<file path="config.mk">
export PLATFORM = sky130hd
export DESIGN_NAME = traffic_ctrl
export DESIGN_NICKNAME = d
export VERILOG_FILES = /design/src/rtl/traffic_ctrl.sv
export SDC_FILE = /design/constraint.sdc
export NUM_CORES = 1
export LEC_CHECK = 0
export CAP_MARGIN = 20
export CORE_ASPECT_RATIO = 0.6
export CORE_MARGIN = 2
export CORE_UTILIZATION = 40
export DETAILED_ROUTE_END_ITERATION = 10
export GPL_ROUTABILITY_DRIVEN = 0
export GPL_TIMING_DRIVEN = 0
export HOLD_SLACK_MARGIN = 0.15
export PLACE_DENSITY = 0.59
export REMOVE_ABC_BUFFERS = 1
export SETUP_SLACK_MARGIN = 0.4
export SYNTH_ARGS = -nofsm -noshare
export SYNTH_HDL_FRONTEND = slang
export SYNTH_SLANG_ARGS = --single-unit
</file>
<file path="constraint.sdc">
create_clock -name clock -period 5 [get_ports clock]
set_input_delay 0.75 -clock clock [delete_from_list [all_inputs] [get_ports clock]]
set_output_delay 0.75 -clock clock [all_outputs]
set_load 0.005 [all_outputs]
</file>
<file path="src/rtl/traffic_ctrl.sv">
// Two-road traffic light controller with all-red clearance, night flash mode and
// an optional pedestrian walk phase enabled by macro TRAFFIC_CTRL_PED_EN.
module traffic_ctrl #(
  parameter int CNT_W    = 16,
  parameter int T_GREEN  = 300,
  parameter int T_YELLOW = 50,
  parameter int T_CLR    = 4,
  parameter int T_WALK   = 200,
  parameter int T_FLASH  = 25
) (
  input  logic       clock,
  input  logic       reset,
  input  logic       flash,
  input  logic       ped_req,
  output logic       a_red,
  output logic       a_yellow,
  output logic       a_green,
  output logic       b_red,
  output logic       b_yellow,
  output logic       b_green,
  output logic       ped_walk,
  output logic [2:0] state
);

  typedef enum logic [2:0] {
    ALL_RED_A = 3'd0,
    A_GREEN   = 3'd1,
    A_YELLOW  = 3'd2,
    ALL_RED_B = 3'd3,
    B_GREEN   = 3'd4,
    B_YELLOW  = 3'd5,
    PED_WALK  = 3'd6,
    FLASH     = 3'd7
  } state_t;

  localparam logic [CNT_W-1:0] CLR_LAST    = CNT_W'(T_CLR - 1);
  localparam logic [CNT_W-1:0] GREEN_LAST  = CNT_W'(T_GREEN - 1);
  localparam logic [CNT_W-1:0] YELLOW_LAST = CNT_W'(T_YELLOW - 1);
  localparam logic [CNT_W-1:0] WALK_LAST   = CNT_W'(T_WALK - 1);
  localparam logic [CNT_W-1:0] FLASH_LAST  = CNT_W'(T_FLASH - 1);

  state_t           cur;
  state_t           next_normal;
  logic [CNT_W-1:0] timer;
  logic [CNT_W-1:0] last_cnt;
  logic             at_last;
  logic             blink;

`ifdef TRAFFIC_CTRL_PED_EN
  logic ped_pend;
`else
  logic unused_ped;
  assign unused_ped = ped_req;
`endif

  always_comb begin
    last_cnt = CLR_LAST;
    case (cur)
      ALL_RED_A, ALL_RED_B: last_cnt = CLR_LAST;
      A_GREEN, B_GREEN:     last_cnt = GREEN_LAST;
      A_YELLOW, B_YELLOW:   last_cnt = YELLOW_LAST;
      PED_WALK:             last_cnt = WALK_LAST;
      FLASH:                last_cnt = FLASH_LAST;
      default:              last_cnt = CLR_LAST;
    endcase
  end

  assign at_last = (timer == last_cnt);

  always_comb begin
    next_normal = ALL_RED_A;
    case (cur)
      ALL_RED_A: next_normal = A_GREEN;
      A_GREEN:   next_normal = A_YELLOW;
      A_YELLOW:  next_normal = ALL_RED_B;
      ALL_RED_B: next_normal = B_GREEN;
      B_GREEN:   next_normal = B_YELLOW;
`ifdef TRAFFIC_CTRL_PED_EN
      B_YELLOW:  next_normal = ped_pend ? PED_WALK : ALL_RED_A;
`else
      B_YELLOW:  next_normal = ALL_RED_A;
`endif
      default:   next_normal = ALL_RED_A;
    endcase
  end

  always_ff @(posedge clock or posedge reset) begin
    if (reset) begin
      cur   <= ALL_RED_A;
      timer <= '0;
      blink <= 1'b1;
`ifdef TRAFFIC_CTRL_PED_EN
      ped_pend <= 1'b0;
`endif
    end else begin
      timer <= timer + 1'b1;
`ifdef TRAFFIC_CTRL_PED_EN
      ped_pend <= ped_pend | ped_req;
`endif
      if (cur == FLASH) begin
        if (!flash) begin
          cur   <= ALL_RED_A;
          timer <= '0;
        end else if (at_last) begin
          timer <= '0;
          blink <= ~blink;
        end
      end else if (at_last) begin
        timer <= '0;
        // flash is only honoured at the end of a clearance interval
        if ((cur == ALL_RED_A || cur == ALL_RED_B) && flash) begin
          cur   <= FLASH;
          blink <= 1'b1;
        end else begin
          cur <= next_normal;
        end
`ifdef TRAFFIC_CTRL_PED_EN
        if (cur == B_YELLOW && ped_pend)
          ped_pend <= ped_req;
`endif
      end
    end
  end

  always_comb begin
    a_red    = 1'b1;
    a_yellow = 1'b0;
    a_green  = 1'b0;
    b_red    = 1'b1;
    b_yellow = 1'b0;
    b_green  = 1'b0;
    ped_walk = 1'b0;
    case (cur)
      A_GREEN:  begin a_red = 1'b0; a_green  = 1'b1; end
      A_YELLOW: begin a_red = 1'b0; a_yellow = 1'b1; end
      B_GREEN:  begin b_red = 1'b0; b_green  = 1'b1; end
      B_YELLOW: begin b_red = 1'b0; b_yellow = 1'b1; end
`ifdef TRAFFIC_CTRL_PED_EN
      PED_WALK: ped_walk = 1'b1;
`endif
      FLASH: begin
        a_red    = 1'b0;
        b_red    = 1'b0;
        a_yellow = blink;
        b_yellow = blink;
      end
      default: ;
    endcase
  end

  assign state = cur;

endmodule

</file>
After elaboration in Yosys (flattened, before gate mapping)
Memory sizes are Yosys's and may differ from the RTL's.
Cells that the tools add are included.
{"block": "op_classes", "addsub": 1, "eq_ne": 9, "muxes": 19, "n_bitwise": 1, "n_reduce_logical": 9}
{"operator": "$mux W16", "count": 3}
{"operator": "$add A16 B1 Y16 const B", "count": 1}
{"operator": "$eq A16 B16 Y1", "count": 1}
{"operator": "$pmux W3 S5", "count": 1}
{"operator": "$mux W3", "count": 4}
{"operator": "$eq A3 B3 Y1 const B", "count": 3}
{"operator": "$mux W1", "count": 9}
{"operator": "$eq A3 B2 Y1 const B", "count": 2}
{"operator": "$reduce_or A3 Y1", "count": 2}
{"operator": "$ne A2 B2 Y1 const B", "count": 2}
{"operator": "$pmux W1 S2", "count": 2}
{"operator": "$reduce_bool A2 Y1", "count": 2}
{"operator": "$eq A3 B1 Y1 const B", "count": 1}
{"operator": "$logic_not A3 Y1", "count": 1}
{"operator": "$reduce_and A3 Y1", "count": 1}
{"operator": "$reduce_and A2 Y1", "count": 1}
{"operator": "$logic_and A1 B1 Y1", "count": 1}
{"operator": "$logic_or A1 B1 Y1", "count": 1}
{"operator": "$not A1 Y1", "count": 1}
{"block": "word_totals", "ff_bits": 20, "romBits": 72, "in_bits": 4, "output_inout_bits": 10, "elab_cells": 43, "n_memories": 1}
{"name": "(name not given)", "words": 8, "word_bits": 9, "read_ports": 1, "rd_ports_with_merged_regs": 0, "wr": 0, "line_no": "58", "text": "case (cur)"}

Longest topological paths before layout
Gate-level depths: netlist of the first run.
{"block": "depth", "word_depth": 6, "mapped_depth": 9, "mapped_depth_nobuf": 7}

Worst setup path before layout of the first run
OpenSTA, ideal clock, no wires.
{"block": "synth_path", "path_kind": "flip-flop to flip-flop", "from": "register cur[0] (netlist: state[0])", "to": "register cur[0] (netlist: state[0])", "setup_ns": 0.122, "t_arrival_ns": 1.954, "t_required_ns": 4.878, "slack_ns": 2.924, "stages_incl_launch_ff": 8, "path_buffers": 0, "period_less_slack_ns": 2.076, "cell_sequence": "dfrtp_1 > inv_1 > ha_1 > mux2i_2 > a21oi_2 > a2111oi_4 > a41oi_1 > a32o_1"}
{"block": "synth_between", "elab_chain_cells": 6, "elab_cells_between_ends": 17, "classes_between": "7 x eq/ne; 4 x mux; 5 x reduce/logical; 1 x memory"}
{"item": "start: declaration", "line_no": "42", "text": "state_t cur;"}
{"item": "start signal: assignment", "line_no": "115", "text": "cur <= next_normal;"}
{"item": "branches (longest 6 deep; another with $mem_v2 Z8 W9)"}
Several ways; the timed one is not identified. The select of a mux whose other input is x is not followed.
A chain may end at the register's enable or synchronous reset.

Worst setup path after layout of the first run
{"block": "layout_path", "from": "register cur[0] (netlist: state[0])", "to": "output port b_red"}
{"block": "layout_between", "elab_chain_cells": 3, "elab_cells_between_ends": 5, "classes_between": "3 x eq/ne; 1 x mux; 1 x reduce/logical"}
{"item": "$eq A3 B3 Y1", "line_no": "133", "text": "case (cur)"}
{"item": "$reduce_or A3 Y1 (no line) *"}
{"item": "$mux W1 *", "line_no": "133"}
{"item": "end: declaration", "line_no": "18", "text": "output logic b_red,"}
Every way passes the cells marked *; elsewhere a longest branch is shown, timed or not.

==> results of run 1 <==
## per-layer routing
metal  part of all wire, %  up-vias  GRT usage (%)
met5                     0        -              0
met3                   4.4        4           5.31
met2                    42       14           23.0
met4                  0.87        0           2.54
met1                    53      524           23.0
li1                      -      534              -
## cell type report
class                   instances  area [um^2]
clock buffers                   4         55.1
multi-input cells             116          807
well taps                      45         56.3
inverters                       7         26.3
repair buffers                 11          110
fillers                       332         1730
flip-flops and latches         20          502
## state kept, by name (all words and copies together) (netlist names)
register,cells
timer,16
state,3
blink,1
## worst min-delay path by stage
stage | start | end | slack, ns | depth (start not counted)
finish | timer[15]$_DFF_PP0_ | timer[15]$_DFF_PP0_ | 0.56 | 2
floorplan | timer[0]$_DFF_PP0_ | timer[0]$_DFF_PP0_ | 0.50 | 1
global route | timer[15]$_DFF_PP0_ | timer[15]$_DFF_PP0_ | 0.59 | 2
global placement | timer[15]$_DFF_PP0_ | timer[15]$_DFF_PP0_ | 0.54 | 2
CTS | timer[15]$_DFF_PP0_ | timer[15]$_DFF_PP0_ | 0.56 | 2
detailed placement | timer[15]$_DFF_PP0_ | timer[15]$_DFF_PP0_ | 0.54 | 2
## logic make-up after synthesis
group | share of synthesized area [%]
adder cells (fa/ha/maj) | 5.44
AO/OA/AOI/OAI | 16.7
XOR/XNOR | 11.4
other | 0.272
AND/OR/NAND/NOR | 22.9
multiplexers | 1.72
buffers and inverters | 5.17
flip-flops | 36.4
## through the flow
step | std cells | setup WS (ns) | hold WS [ns]
2_1_floorplan | 143 | 2.88 | 0.498
6_report | 203 | 2.26 | 0.557
3_5_place_dp | 199 | 2.55 | 0.538
5_1_grt | 203 | 2.16 | 0.587
3_3_place_gp | 199 | 2.59 | 0.538
4_1_cts | 203 | 2.26 | 0.557
## synth_stat cells, drive strengths merged (2+ instances only)
cell type / count
and4: 2
o21ai: 3
a2111oi: 2
buf: 3
and2: 3
nand3: 8
clkbuf: 5
nand4: 2
ha: 6
and3: 3
xnor2: 9
mux2i: 2
nand2b: 2
nand2: 8
a31oi: 2
nor2: 26
nor2b: 2
nor4: 2
xor2: 9
a41oi: 2
inv: 7
dfrtp: 19
nor3: 6
a21oi: 4
o31ai: 2
## cell usage in the layout (no fill, tap or decap), types with 3 or more instances in the layout
cell,count
nand2_1,8
nand3_1,8
ha_1,6
nor2_1,26
dfrtp_1,19
o21ai_0,3
a21oi_1,3
inv_1,7
clkbuf_8,4
nor3_1,6
and2_1,3
xnor2_1,9
clkdlybuf4s50_1,11
xor2_1,9
## report_power, final
group | switching [mW] | leakage [nW] | total, mW | internal (mW)
Combinational | 0.0816 | 0.326 | 0.156 | 0.0747
Clock | 0.0554 | 0.0288 | 0.125 | 0.0701
Sequential | 0.0757 | 0.239 | 0.283 | 0.207
Total | 0.213 | 0.594 | 0.565 | 0.352
## worst min-delay path: cells and delay by family, from the launching register on
family | cells | cell delay [ns]
flops | 1 | 0.37
xor+xnor | 1 | 0.12
simple gates | 1 | 0.04
==> metrics.yaml, run 1 <==
run_status:
  run_status: "finished clean"
global_routing:
  first_global_vias: 999
  grt_max_degree: 26
  grt_pass1_wl_mm: 4.85
  globalRouteOverflowTotal: 0
  antenna_found_initial: 0
  grtUsageTotal_pct: 15.7
yosys:
  yosysTopAreaCellShare_pct: 34.5
  synth-seq-area-share_pct: 36.4
  yosysTopAreaCell: "dfrtp_1"
  synthesis.yosys.warnings: 0
  postSynthRegisterBits: 20
  post_synth.cell_area_avg_um2: 9.14
  syn-cell-area_mm2: 0.00138
  synth_async_sr_flop_share_pct: 100
  synth_ff_type: "dfrtp_1"
  edff_count_synth: 0
  yosysUniqueCellTypes: 41
  post_synth_main_area_contributors: "dfrtp_1, nor2_1, xnor2_1"
  post_synth_inst_count: 151
worst_setup_path:
  critical_path_buf_inv_count: 2
  reg2reg_from: "state[2]$_DFFE_PP0P_"
  cp_data_arrival_time_ns: 1.99
  timing.reg2reg.worst_path_depth: 5
  critical-path-max-stage-delay_ns: 0.54
  kind_of_cell_with_the_highest_combined_delay_on_the_critical_path: "buffers and inverters"
  cp_max_fo: 8
  r2r_slack_ns: 2.54
  timing.critical_path.cells: "inv_1, ha_1, o31ai_1, clkdlybuf4s50_1"
  startpoint_type: "flip-flop"
  r2r_end: "state[0]$_DFFE_PP0P_"
  worst-endpoint-required_ns: 4.25
  critPathCaptureType: "output port"
  timing.critical_path.slowest_stage_cell: "clkdlybuf4s50_1"
  path_class: "flip-flop to output port"
  endpoint: "b_red"
  crit_path_start: "state[0]$_DFFE_PP0P_"
  critical_path_depth: 4
drt:
  drt-total-wl_mm: 2.77
  dr.first_iter.drc_count: 54
  drcViolationCount: 0
  via_per_inst: 5.30
  final_antenna_net_count: 0
  route.vias.total: 1076
  wl_per_cell_um: 13.7
  drtPass1Iterations: 4
final_layout:
  final_design_area_no_fill_mm2: 0.00156
  post_route_cells_drive_above_1_share_pct: 7.59
  diodes: 0
  relative_area_change_from_synthesis_to_final_layout_pct: 12.8
  final_core_util_pct: 47.4
  post_layout_net_count: 169
sta:
  finalSetupViolations: 0
  fin_worst_skew_ns: 0.00837
  setup_tns_ns: 0
  rsz0062_at_grt: "no"
  max_slew.worst_pin.slew_ns: 0.803
  layout_worst_path_cycle_share_pct: 54.7
  timing.max_slew.rel_slack_pct: 46.5
  fmax_achieved_ghz: 0.365
  drv_slew: 0
  timing.final.crit_period_ns: 2.74
  timing_hold_violations_final: 0
clock_network:
  cts.sinks: 20
  cts.clk_slew.worst_paths_ns: 0.08
  cts_resized: 0
  clock_tree.root_cell: "clkbuf_8"
  cts_inserted_buffers: 3
  clkLatencyLatePin_ns: 0.26
  post-cts-setup-buffers: 0
  max-clock-path-buffers: 2
  tritoncts: "built"
  cts-htree-levels: 1
  holdBufCountCts: 0
die:
  rows: 16
  chipWidth_um: 79.8
  fp.dieH_um: 49.5
  core-area_mm2: 0.00328
  die_area_mm2: 0.00395
  floorplan.initialDensity_pct: 42.0
  io-pin-count: 14
place:
  dp.final_hpwl_mm: 2.04
  dpl-instance-area_mm2: 0.00150
  buffer_ports.inserted: 11
power_and_ir_drop:
  cellLeakagePower_nw: 0.594
  total_power_mw: 0.565
  power_per_cell_area_mw_per_mm2: 363
  largest_vdd_supply_drop_v: 0.000185
worst_hold_path:
  hold_path_class: "flip-flop to flip-flop"
job:
  cap_violations: 0
(Power assumes the default switching activity.)
==> inputs of run 2 (changes only) <==
--- a/config.mk
+++ b/config.mk
@@ -13,7 +13,7 @@
 export GPL_ROUTABILITY_DRIVEN = 0
 export GPL_TIMING_DRIVEN = 0
 export HOLD_SLACK_MARGIN = 0.15
-export PLACE_DENSITY = 0.59
+export PLACE_DENSITY = 0.61
 export REMOVE_ABC_BUFFERS = 1
 export SETUP_SLACK_MARGIN = 0.4
 export SYNTH_ARGS = -nofsm -noshare
==> constraint.sdc (replaced) <==
create_clock -name clock -period 2.3 [get_ports clock]
set_input_delay 0.345 -clock clock [delete_from_list [all_inputs] [get_ports clock]]
set_output_delay 0.345 -clock clock [all_outputs]
set_load 0.005 [all_outputs]
==> run 2 against run 1 <==
  * Total power grew 140%
  * Final cell count up 9.4%
  * Global-route usage rose by 3.4 points
  * Clock-buffer cell count stayed put
  * Critical path depth grew 5
  * Register-to-register slack worse by 2.2 ns
  * Final area is 19% higher
  * Non-clock buffer count grew 18
  * Critical path type is now flip-flop to flip-flop
  * Highest routed layer unchanged
==> metrics.yaml, run 2 (synthesis results as in run 1) <==
sta:
  timing.final.crit_period_ns: 1.98
  max_slew.worst_pin.slew_ns: 0.766
  timing.max_slew.rel_slack_pct: 48.9
  layout_worst_path_cycle_share_pct: 86.0
  fmax_achieved_ghz: 0.506
  fin_worst_skew_ns: 0.00817
  finalSetupViolations: 0
  drv_slew: 0
  timing_hold_violations_final: 0
  rsz0062_at_grt: "yes"
clock_network:
  max-clock-path-buffers: 2
  cts_inserted_buffers: 3
  cts.clk_slew.worst_paths_ns: 0.08
  cts.sinks: 20
  clkLatencyLatePin_ns: 0.26
  holdBufCountCts: 0
  cts-htree-levels: 1
  tritoncts: "built"
  clock_tree.root_cell: "clkbuf_8"
worst_setup_path:
  critical_path_buf_inv_count: 3
  cp_data_arrival_time_ns: 2.17
  path_class: "flip-flop to flip-flop"
  cp_common_cell: "buf_6"
  critPathCaptureType: "flip-flop"
  timing.critical_path.cells: "buf_6, ha_4, buf_6, xnor2_2, nor2_2, a2111oi_4, buf_4, and3_4, o221a_1"
  critical-path-max-stage-delay_ns: 0.46
  r2r_slack_ns: 0.32
  crit_path_start: "state[0]$_DFFE_PP0P_"
  endpoint: "state[2]$_DFFE_PP0P_"
  startpoint_type: "flip-flop"
  worst-endpoint-required_ns: 2.50
  timing.reg2reg.worst_path_depth: 9
  reg2reg_from: "state[0]$_DFFE_PP0P_"
  critical_path_depth: 9
  timing.critical_path.slowest_stage_cell: "dfrtp_2"
  cp_max_fo: 5
  kind_of_cell_with_the_highest_combined_delay_on_the_critical_path: "buffers and inverters"
  r2r_end: "state[2]$_DFFE_PP0P_"
job:
  cap_violations: 0
final_layout:
  post_layout_net_count: 188
  top_register: "timer"
  largest_register_ff_count: 16
  mostFrequentLayoutCell: "dfrtp_1"
  fillCellCount: 299
  diodes: 0
  finish.cell_count_without_fillers: 222
  post_route_cells_drive_above_1_share_pct: 32.8
  layout.cells.most_common_list: "dfrtp_1, buf_4, nor2_1"
  final_design_area_no_fill_mm2: 0.00185
  relative_area_change_from_synthesis_to_final_layout_pct: 33.8
drt:
  final_antenna_net_count: 0
  routed-wl-met3_um: 105
  wirelength_met1_mm: 1.71
  maxUsedRoutingLayer: "met4"
  drt-total-wl_mm: 3.46
  dr.first_iter.drc_count: 78
  drcViolationCount: 0
  met2_wirelength_mm: 1.62
  via_per_inst: 5.36
  drtPass1Iterations: 4
  wl_per_cell_um: 15.6
  route.vias.total: 1189
global_routing:
  grtUsageTotal_pct: 19.1
  antenna_found_initial: 0
  grt_pass1_wl_mm: 5.85
  grt_max_degree: 21
  first_global_vias: 1163
  globalRouteOverflowTotal: 0
power_and_ir_drop:
  share_comb_of_total_power_pct: 35.8
  largest_vdd_supply_drop_v: 0.000418
  power.net_switching_mw: 0.516
  power_frac_clock_pct: 17.9
  switching_share_pct: 38.7
  power_per_cell_area_mw_per_mm2: 722
  power.share.sequential_pct: 46.3
  cellLeakagePower_nw: 0.717
  cellInternalPower_mw: 0.816
  total_power_mw: 1.33
die:
  chipWidth_um: 79.8
  core-area_mm2: 0.00328
  fp.dieH_um: 49.5
  io-pin-count: 14
  floorplan.initialDensity_pct: 42.0
  rows: 16
  die_area_mm2: 0.00395
place:
  placed_cells: 199
  dpl-instance-area_mm2: 0.00150
  dp.final_hpwl_mm: 2.13
  buffer_ports.inserted: 11
worst_hold_path:
  hold_path_class: "input port to asynchronous set/reset pin"
run_status:
  run_status: "finished clean"
-- run 2: layout make-up --
| type | instances | area, um^2 | share of cell area (%) |
|---|---|---|---|
| clock buffers | 4 | 45.0 | 2.44 |
| inverters | 7 | 28.8 | 1.56 |
| multi-input cells | 117 | 957 | 51.8 |
| flip-flops and latches | 20 | 508 | 27.5 |
| well taps | 45 | 56.3 | 3.05 |
| repair buffers | 29 | 251 | 13.6 |
-- run 2: worst reg2reg max path, stage by stage, from the launching register on --
cell and delay (ns):
dfrtp_2 0.46, buf_6 0.15, ha_4 0.18, buf_6 0.13, xnor2_2 0.15, nor2_2 0.06, a2111oi_4 0.18, buf_4 0.21
and3_4 0.22, o221a_1 0.19
-- run 2: power groups by stage --
stage	logic [mW]	clock network [mW]	registers, mW
final	0.477	0.239	0.617
after detailed placement	0.345	0	0.616
after CTS	0.400	0.249	0.611
after global routing	0.525	0.265	0.636
after global placement	0.328	0	0.613
after floorplan	0.291	0	0.575
-- run 2: what timing repair did --
item	4_1_cts	5_1_grt
resized for setup	25	26
setup endpoints to repair	27	24
cloned	1	0
pin swaps	5	19
buffers inserted	16	2
-- run 2: how the worst min path moves through the flow --
stage | endpoint | slack, ns | cells past startpoint
floorplan | state[0]$_DFFE_PP0P_ | 0.31 | 1
global placement | timer[15]$_DFF_PP0_ | 0.54 | 2
detailed placement | timer[15]$_DFF_PP0_ | 0.55 | 2
CTS | state[1]$_DFFE_PP0P_ | 0.57 | 2
global route | timer[15]$_DFF_PP0_ | 0.62 | 2
finish | state[1]$_DFFE_PP0P_ | 0.53 | 2
-- run 2: metrics by stage --
| stage | utilization (%) | TNS [ns] | worst slack, ns | hold slack [ns] |
|---|---|---|---|---|
| floorplan | - | 0 | 0.184 | 0.308 |
| global placement | 45.7 | -1.64 | -0.114 | 0.537 |
| CTS | 53.5 | 0 | 0.266 | 0.566 |
| finish | 56.3 | 0 | 0.322 | 0.525 |
| global route | 56.3 | 0 | 0.237 | 0.616 |
| detailed placement | 45.7 | -2.52 | -0.175 | 0.549 |
-- run 2: routing by layer --
| layer | vias up | GRT usage, % |
|---|---|---|
| li1 | 576 | - |
| met1 | 595 | 28.0 |
| met2 | 16 | 30.0 |
| met3 | 2 | 3.48 |
| met4 | 0 | 3.39 |
| met5 | - | 0 |
==> inputs of run 3 (changes only) <==
==> constraint.sdc (replaced) <==
create_clock -name clock -period 2.3 [get_ports clock]
set_input_delay 0.345 -clock clock [delete_from_list [all_inputs] [get_ports clock]]
set_output_delay 0.345 -clock clock [all_outputs]
set_load 0.05 [all_outputs]
==> run 3 against run 2 <==
  * Total power decreased by 2.9%
  * Critical endpoint unchanged
  * Worst hold slack improved by 0.0065 ns
  * Clock power about the same
  * Non-clock buffer count decreased by 2
  * Highest routed layer unchanged
  * Largest power group unchanged
  * Clock-buffer cell count unchanged
  * Largest cell class unchanged
==> metrics.yaml, run 3 (synthesis results as in run 1) <==
run_status:
  run_status: "finished clean"
clock_network:
  clock_tree.root_cell: "clkbuf_8"
  cts.sinks: 20
  tritoncts: "built"
  cts.clk_slew.worst_paths_ns: 0.08
  holdBufCountCts: 0
  clkLatencyLatePin_ns: 0.26
  max-clock-path-buffers: 2
  cts-htree-levels: 1
  cts_inserted_buffers: 3
die:
  die_area_mm2: 0.00395
  core-area_mm2: 0.00328
  floorplan.initialDensity_pct: 42.0
  fp.dieH_um: 49.5
  chipWidth_um: 79.8
  io-pin-count: 14
  rows: 16
drt:
  drt-total-wl_mm: 3.39
  drcViolationCount: 0
  met2_wirelength_mm: 1.59
  dr.first_iter.drc_count: 127
  wirelength_met1_mm: 1.61
  wl_per_cell_um: 15.4
  via_per_inst: 5.38
  final_antenna_net_count: 0
  maxUsedRoutingLayer: "met4"
  routed-wl-met3_um: 166
  drtPass1Iterations: 4
  route.vias.total: 1183
sta:
  fin_worst_skew_ns: 0.00711
  finalSetupViolations: 0
  timing_hold_violations_final: 0
  timing.final.crit_period_ns: 1.94
  fmax_achieved_ghz: 0.517
  postLayoutSetupSlackWorst_ns: 0.365
  max_slew.worst_pin.slew_ns: 0.772
  rsz0062_at_grt: "yes"
  timing.max_slew.rel_slack_pct: 48.5
  layout_worst_path_cycle_share_pct: 84.1
  drv_slew: 0
final_layout:
  diodes: 0
  post_route_cells_drive_above_1_share_pct: 32.0
  top_register: "timer"
  layout.cells.most_common_list: "nor2_1, buf_4, dfrtp_1"
  largest_register_ff_count: 16
  mostFrequentLayoutCell: "nor2_1"
  finish.cell_count_without_fillers: 220
  post_layout_net_count: 186
  relative_area_change_from_synthesis_to_final_layout_pct: 30.8
place:
  pre_cts_ws_ns: -0.175
  buffer_ports.inserted: 11
  dp.final_hpwl_mm: 2.13
  placed_cells: 199
worst_setup_path:
  critPathCaptureType: "flip-flop"
  startpoint_type: "flip-flop"
  path_class: "flip-flop to flip-flop"
  worst-endpoint-required_ns: 2.45
  cp_max_fo: 4
  cp_data_arrival_time_ns: 2.08
global_routing:
  antenna_found_initial: 0
  grt_pass1_wl_mm: 5.51
  grt_max_degree: 21
  first_global_vias: 1121
  grtUsageTotal_pct: 17.8
  globalRouteOverflowTotal: 0
power_and_ir_drop:
  largest_vdd_supply_drop_v: 0.000411
  cellLeakagePower_nw: 0.714
  power_per_cell_area_mw_per_mm2: 716
  total_power_mw: 1.29
job:
  cap_violations: 0
worst_hold_path:
  hold_path_class: "input port to asynchronous set/reset pin"
## run 3: worst paths after layout
path | slack, ns | depth (start not counted) | end | start
max | 0.36 | 7 | state[2]$_DFFE_PP0P_ | state[0]$_DFFE_PP0P_
min | 0.53 | 2 | timer[12]$_DFF_PP0_ | reset
max reg2reg | 0.36 | 7 | state[2]$_DFFE_PP0P_ | state[0]$_DFFE_PP0P_
min reg2reg | 0.57 | 2 | timer[15]$_DFF_PP0_ | timer[15]$_DFF_PP0_
max in group asynchronous | 1.21 | 2 | state[2]$_DFFE_PP0P_ | reset
min in group clock | 0.57 | 2 | timer[15]$_DFF_PP0_ | timer[15]$_DFF_PP0_
## run 3: timing repair
item | in CTS | in global routing
setup endpoints to repair | 29 | 25
cloned | 0 | 1
pin swaps | 7 | 4
buffers inserted | 15 | 1
gates resized for setup | 52 | 20
hold endpoints to repair | 0 | 0
## run 3: area by class of cell
class	instances	area, um^2
clock buffers	4	45.0
fillers	310	1480
inverters	7	28.8
multi-input cells	117	937
flip-flops and latches	20	508
well taps	45	56.3
repair buffers	27	230
## run 3: where the power goes
group          internal (mW)  switching (mW)
registers              0.451           0.164
logic                  0.209           0.233
clock network          0.123           0.113
## run 3: per-stage QoR
stage	hold slack, ns	utilization [%]	TNS (ns)	area, um^2
after floorplan	0.308	-	-2.22	1340
final	0.532	55.0	0	1810
after detailed placement	0.549	45.7	-2.64	1500
after CTS	0.566	52.9	0	1740
after global routing	0.604	55.0	0	1810
after global placement	0.537	45.7	-1.64	1500
## run 3: worst max-delay path, cell delays in order (launching register included)
cell and delay [ns]:
dfrtp_2 0.47, buf_4 0.17, ha_1 0.22, and3b_1 0.19, o211ai_2 0.25, nor2_4 0.10
and3_4 0.19, o221a_1 0.24
## run 3: per-layer routing
metal | up-vias | global-route usage, %
met5 | - | 0
met4 | 0 | 3.11
met3 | 2 | 3.48
met2 | 32 | 27.3
met1 | 575 | 26.6
li1 | 574 | -
